`config.mk`:
```
export PLATFORM = sky130hd
export DESIGN_NAME = mcs_bus_bridge
export DESIGN_NICKNAME = d
export VERILOG_FILES = /design/src/rtl/mcs_bus_bridge.sv
export SDC_FILE = /design/constraint.sdc
export NUM_CORES = 1
export LEC_CHECK = 0
export BUFFER_PORTS_ARGS = -buffer_cell sky130_fd_sc_hd__buf_2
export CAP_MARGIN = 15
export CORE_AREA = 2 2 165 167
export CTS_CLUSTER_SIZE = 20
export DETAILED_ROUTE_END_ITERATION = 7
export DIE_AREA = 0 0 167 169
export PLACE_DENSITY = 0.56
export SYNTH_ARGS = -nofsm -noshare
export SYNTH_HDL_FRONTEND = slang
export SYNTH_SLANG_ARGS = --single-unit
export TNS_END_PERCENT = 50
```
`constraint.sdc`:
```
create_clock -name clk -period 5.9 [get_ports clk]
set_input_delay 0.59 -clock clk [delete_from_list [all_inputs] [get_ports clk]]
set_output_delay 0.59 -clock clk [all_outputs]
set_load 0.01 [all_outputs]
```
`src/rtl/mcs_bus_bridge.sv`:
```
// mcs_bus_bridge: MicroBlaze MCS IO bus to NUM_SLOTS MMIO slot bridge.
// Latency: strobe at T0 -> io_ready at T2 for a hit with immediate ack; T1 for a miss.
// Backpressure: one transfer in flight; strobes outside IDLE are dropped, slots stall via slot_ack.
//
// Ports:
//   clk, reset_n                  clock, asynchronous active-low reset
//   io_*                          MCS IO bus (strobes, byte address, write data, read data, ready)
//   slot_cs/rd/wr/addr/wr_data/be one-hot select plus 1-cycle strobe and latched command to slots
//   slot_rd_data, slot_ack        per-slot read data (slot i at [32*i +: 32]) and completion
//   err_clr, bus_err              sticky error flag and its clear
//
// Optional feature macro: BRIDGE_TIMEOUT_EN adds an ack timeout of TIMEOUT_CYCLES cycles.
module mcs_bus_bridge #(
  parameter logic [31:0] BRG_BASE       = 32'hC000_0000,
  parameter int          NUM_SLOTS      = 8,
  parameter int          REG_AW         = 5,
  parameter int          TIMEOUT_CYCLES = 256,
  parameter logic [31:0] ERR_RD_DATA    = 32'hDEAD_BEEF
) (
  input  logic                    clk,
  input  logic                    reset_n,
  input  logic                    io_addr_strobe,
  input  logic                    io_read_strobe,
  input  logic                    io_write_strobe,
  input  logic [3:0]              io_byte_enable,
  input  logic [31:0]             io_address,
  input  logic [31:0]             io_write_data,
  output logic [31:0]             io_read_data,
  output logic                    io_ready,
  output logic [NUM_SLOTS-1:0]    slot_cs,
  output logic                    slot_rd,
  output logic                    slot_wr,
  output logic [REG_AW-1:0]       slot_addr,
  output logic [31:0]             slot_wr_data,
  output logic [3:0]              slot_be,
  input  logic [32*NUM_SLOTS-1:0] slot_rd_data,
  input  logic [NUM_SLOTS-1:0]    slot_ack,
  input  logic                    err_clr,
  output logic                    bus_err
);

  localparam int SLOT_W = $clog2(NUM_SLOTS);

  typedef enum logic [1:0] {
    IDLE   = 2'd0,
    ACCESS = 2'd1,
    WAIT   = 2'd2,
    RESP   = 2'd3
  } state_t;

  state_t              state_q, state_d;
  logic [SLOT_W-1:0]   idx_q, idx_d;
  logic [REG_AW-1:0]   reg_q, reg_d;
  logic [31:0]         wdata_q, wdata_d;
  logic [3:0]          be_q, be_d;
  logic                rd_q, rd_d;
  logic [31:0]         rdata_q, rdata_d;
  logic                err_q, err_d;

`ifdef BRIDGE_TIMEOUT_EN
  localparam int CNT_W = $clog2(TIMEOUT_CYCLES);
  localparam logic [CNT_W-1:0] CNT_LAST = CNT_W'(TIMEOUT_CYCLES - 1);
  logic [CNT_W-1:0]    cnt_q, cnt_d;
`endif

  // The MCS raises io_addr_strobe together with the read/write strobe, so
  // only the direction strobes start a transfer; the low address byte-lane
  // bits and the unused upper address bits carry no information here.
  logic unused_inputs;
  assign unused_inputs = ^{io_addr_strobe, io_address};

  // Address decode of the incoming request
  logic              req;
  logic [SLOT_W-1:0] dec_idx;
  logic              base_hit;
  logic              idx_ok;
  logic              miss;

  assign req      = io_read_strobe | io_write_strobe;
  assign dec_idx  = io_address[2+REG_AW +: SLOT_W];
  assign base_hit = (io_address[31:24] == BRG_BASE[31:24]);
  // Only matters when NUM_SLOTS is not a power of two.
  assign idx_ok   = ({1'b0, dec_idx} < (SLOT_W+1)'(NUM_SLOTS));
  assign miss     = !base_hit || !idx_ok || (io_read_strobe && io_write_strobe);

  // Ack and read data of the latched slot only; other slots' acks are ignored.
  logic        ack_sel;
  logic [31:0] sel_rd_data;

  always_comb begin
    ack_sel     = 1'b0;
    sel_rd_data = 32'd0;
    for (int i = 0; i < NUM_SLOTS; i++) begin
      if (idx_q == SLOT_W'(i)) begin
        ack_sel     = slot_ack[i];
        sel_rd_data = slot_rd_data[32*i +: 32];
      end
    end
  end

  always_comb begin
    state_d = state_q;
    idx_d   = idx_q;
    reg_d   = reg_q;
    wdata_d = wdata_q;
    be_d    = be_q;
    rd_d    = rd_q;
    rdata_d = rdata_q;
    // A set later in this block overrides the clear in the same cycle.
    err_d   = err_q & ~err_clr;
`ifdef BRIDGE_TIMEOUT_EN
    cnt_d   = cnt_q;
`endif

    unique case (state_q)
      IDLE: begin
`ifdef BRIDGE_TIMEOUT_EN
        cnt_d = '0;
`endif
        if (req) begin
          idx_d   = dec_idx;
          reg_d   = io_address[2 +: REG_AW];
          wdata_d = io_write_data;
          be_d    = io_byte_enable;
          rd_d    = io_read_strobe;
          if (miss) begin
            state_d = RESP;
            rdata_d = ERR_RD_DATA;
            err_d   = 1'b1;
          end else begin
            state_d = ACCESS;
          end
        end
      end

      ACCESS, WAIT: begin
        if (ack_sel) begin
          state_d = RESP;
          rdata_d = rd_q ? sel_rd_data : 32'd0;
`ifdef BRIDGE_TIMEOUT_EN
        end else if (cnt_q == CNT_LAST) begin
          // ACCESS is window cycle 1 with cnt_q==0, so this fires on
          // window cycle TIMEOUT_CYCLES after its ack check failed.
          state_d = RESP;
          rdata_d = ERR_RD_DATA;
          err_d   = 1'b1;
        end else begin
          state_d = WAIT;
          cnt_d   = cnt_q + 1'b1;
`else
        end else begin
          state_d = WAIT;
`endif
        end
      end

      RESP: begin
        state_d = IDLE;
        rdata_d = 32'd0;
      end

      default: state_d = IDLE;
    endcase
  end

  always_ff @(posedge clk or negedge reset_n) begin
    if (!reset_n) begin
      state_q <= IDLE;
      idx_q   <= '0;
      reg_q   <= '0;
      wdata_q <= '0;
      be_q    <= '0;
      rd_q    <= 1'b0;
      rdata_q <= '0;
      err_q   <= 1'b0;
    end else begin
      state_q <= state_d;
      idx_q   <= idx_d;
      reg_q   <= reg_d;
      wdata_q <= wdata_d;
      be_q    <= be_d;
      rd_q    <= rd_d;
      rdata_q <= rdata_d;
      err_q   <= err_d;
    end
  end

`ifdef BRIDGE_TIMEOUT_EN
  always_ff @(posedge clk or negedge reset_n) begin
    if (!reset_n) begin
      cnt_q <= '0;
    end else begin
      cnt_q <= cnt_d;
    end
  end
`endif

  // Slot-side outputs decode straight from state so an asserted reset drops
  // them without waiting for a clock edge.
  logic in_xfer;
  assign in_xfer      = (state_q == ACCESS) || (state_q == WAIT);
  assign slot_cs      = in_xfer ? (NUM_SLOTS'(1) << idx_q) : '0;
  assign slot_rd      = (state_q == ACCESS) &&  rd_q;
  assign slot_wr      = (state_q == ACCESS) && !rd_q;
  assign slot_addr    = reg_q;
  assign slot_wr_data = wdata_q;
  assign slot_be      = be_q;
  assign io_ready     = (state_q == RESP);
  assign io_read_data = rdata_q;
  assign bus_err      = err_q;

endmodule

```
==> flow_summary.ini <==
[setup_path]
worstPathCellList = nand3_2 > o21ai_2 > nor2_2 > a2111oi_4 > buf_4 > mux2_2
cp.arrival_ps = 3800
ff2ff_setup_slack_ps = 2330
regToRegEndpoint = io_read_data[14]
cp.buffers_inverters = 1
reg2reg_depth = 6
path_class = reg -> reg
max_stage_delay_ps = 820
endpoint_kind = flip-flop
path_max_fanout = 31
startpoint_type = flip-flop
required_ps = 6130
slowest_stage = dfrtp_4
cp_top_family = simple AND/OR/NAND/NOR gates
r2r-start = idx_q[0]

[cts]
cts_sinks = 80
clk_latency_ps = 350
cts_setup_buffers = 0
clockBufferDepth = 2
hold_buffers = 0
ctsRootBufferMaster = clkbuf_16
tritoncts = built
cts_inserted_buffers = 9
clkTransAtPathRegs_ps = 70
cts_resized = 0
htree_num_levels = 3

[synthesis]
synth_edf_count = 0
ys_async_sr_fraction_pct = 100
yosys_register_bits = 80
syn_inst = 609
yosysTopAreaCell = dfrtp_1
synth_top_area_share_pct = 33.2
synth_cell_types = 42
ys_top_cells_by_area = dfrtp_1, mux2i_1, mux2_2, mux2_4, a21oi_1
syn-cell-area_um2 = 6040
synth_area_per_cell_um2 = 9.91
synthesis.nets = 951
ys.flop_type = dfrtp_1
synth_warnings = 0
ys_seq_area_share_pct = 33.2

[run]
drv_cap = 0

[grt]
grt_pass1_wl_mm = 36.6
antenna_found_initial = 0
first_global_vias = 6383
grt_max_degree = 59
grt_overflow = 0
grt_usage_pct = 16.9

[route]
drt_iter0_drc = 326
routed_via_density = 4.75
ant_nets = 0
drt-total-wl_mm = 24.9
route.detailed.drc = 0
dr.pass1.iters = 5
vias = 6294
wl_per_cell_um = 18.8

[sta]
maxSlewHeadroom_pct = 20.7
rsz0062_at_grt = false
maxSlewViolCount = 0
setup_tns_ps = 0
whs_ps = 197
min_period_over_period_pct = 60.4
hold_viol = 0
max_clock_freq_mhz = 280
min_period_ps = 3570
skew_ps = 6.99
setup_viol = 0
worstMarginPinSlew_ps = 1180

[floorplan]
die_y_um = 169
row_count = 60
core_area_um2 = 26500
start_util_pct = 22.8
die_w_um = 167
io_pins = 423
dieArea_um2 = 28200

[pwr]
total_power_mw = 5.00
leakage_nw = 4.43
peakVddDrop_v = 0.000243
powerDensity_nw_per_um2 = 579

[status]
status = completed

[placement]
port_buffers = 405
dp_hpwl_mm = 18.6
gp_congestion = 0.828

[layout]
fillCellCount = 2803
diodes = 0
fin_nets = 1321
synthToLayoutAreaGrowth_pct = 43.1
drive_above_1_share_pct = 53.6
final_common_cell = buf_2
layout.cells.most_common_list = buf_2, mux2i_1, dfrtp_1

[worst_hold_path]
hold_path_class = in -> async
## sequential cells by signal, indices dropped and copies added (netlist names)
register and count:
bus_err 1, idx_q 3, io_read_data 32, rd_q 1, slot_addr 5, slot_be 4, slot_wr_data 32, state_q 2
## area by class of cell
class / count / area (um2) / share of cell area, %
Sequential cell: 80 / 2010 / 23.3
Timing Repair Buffer: 414 / 2100 / 24.3
Clock buffer: 9 / 225 / 2.61
Tap cell: 341 / 427 / 4.94
Clock inverter: 7 / 88.8 / 1.03
Inverter: 9 / 33.8 / 0.391
Multi-Input combinational cell: 465 / 3750 / 43.5
## kinds of logic after synthesis
| family | count (synthesis) | share of synthesized area (%) |
|---|---|---|
| buffers and inverters | 64 | 5.04 |
| AO/OA/AOI/OAI | 186 | 19.8 |
| flip-flops | 80 | 33.2 |
| multiplexers | 186 | 34.4 |
| AND/OR/NAND/NOR | 89 | 6.74 |
| adder cells (fa/ha/maj) | 4 | 0.829 |
## worst reg2reg max path, cell delays in order (launching register included)
cell       delay (ps)
dfrtp_4           820
nand3_2           820
o21ai_2           460
nor2_2             90
a2111oi_4         340
buf_4             510
mux2_2            410
## worst max path at each step
| stage | from | endpoint | cells after the start |
|---|---|---|---|
| global route | idx_q[0] | io_read_data[14] | 6 |
| detailed placement | idx_q[0] | io_read_data[14] | 6 |
| floorplan | io_address[24] | io_read_data[0] | 5 |
| CTS | idx_q[0] | io_read_data[15] | 6 |
| finish | idx_q[0] | io_read_data[14] | 6 |
| global placement | idx_q[0] | io_read_data[14] | 6 |
## through the flow
stage / util [%] / setup WS [ps] / instances / instance area (um2)
floorplan: - / 3750 / 609 / 6040
global placement: 31.4 / 2310 / 1309 / 8330
detailed placement: 31.4 / 2280 / 1309 / 8330
CTS: 32.6 / 2270 / 1325 / 8640
global route: 32.6 / 2140 / 1325 / 8640
finish: 32.6 / 2330 / 1325 / 8640
## per-layer routing
metal,track usage [%],up-vias,part of all wire [%],wire length [um]
li1,-,3007,-,-
met1,20.5,2963,42,10400
met2,29.5,289,49,12300
met3,3.76,35,6.7,1660
met4,5.43,0,2.1,533
met5,0,-,0,0
## where the power goes
group	switching (mW)	internal (mW)	total, mW
combinational	1.70	1.56	3.27
clock	0.272	0.338	0.609
sequential	0.291	0.835	1.13
## Yosys cell counts (all sizes together) (4+ instances only)
library cell,instances
a21o,9
a21oi,50
a221oi,6
a22o,7
a22oi,20
buf,29
clkbuf,26
dfrtp,80
ha,4
inv,9
mux2,82
mux2i,104
nand2,41
nand2b,11
nand3,5
nor2,20
nor2b,4
o211ai,21
o21a,4
o21ai,48
o22ai,8
Power figures use the tool's default switching activity.
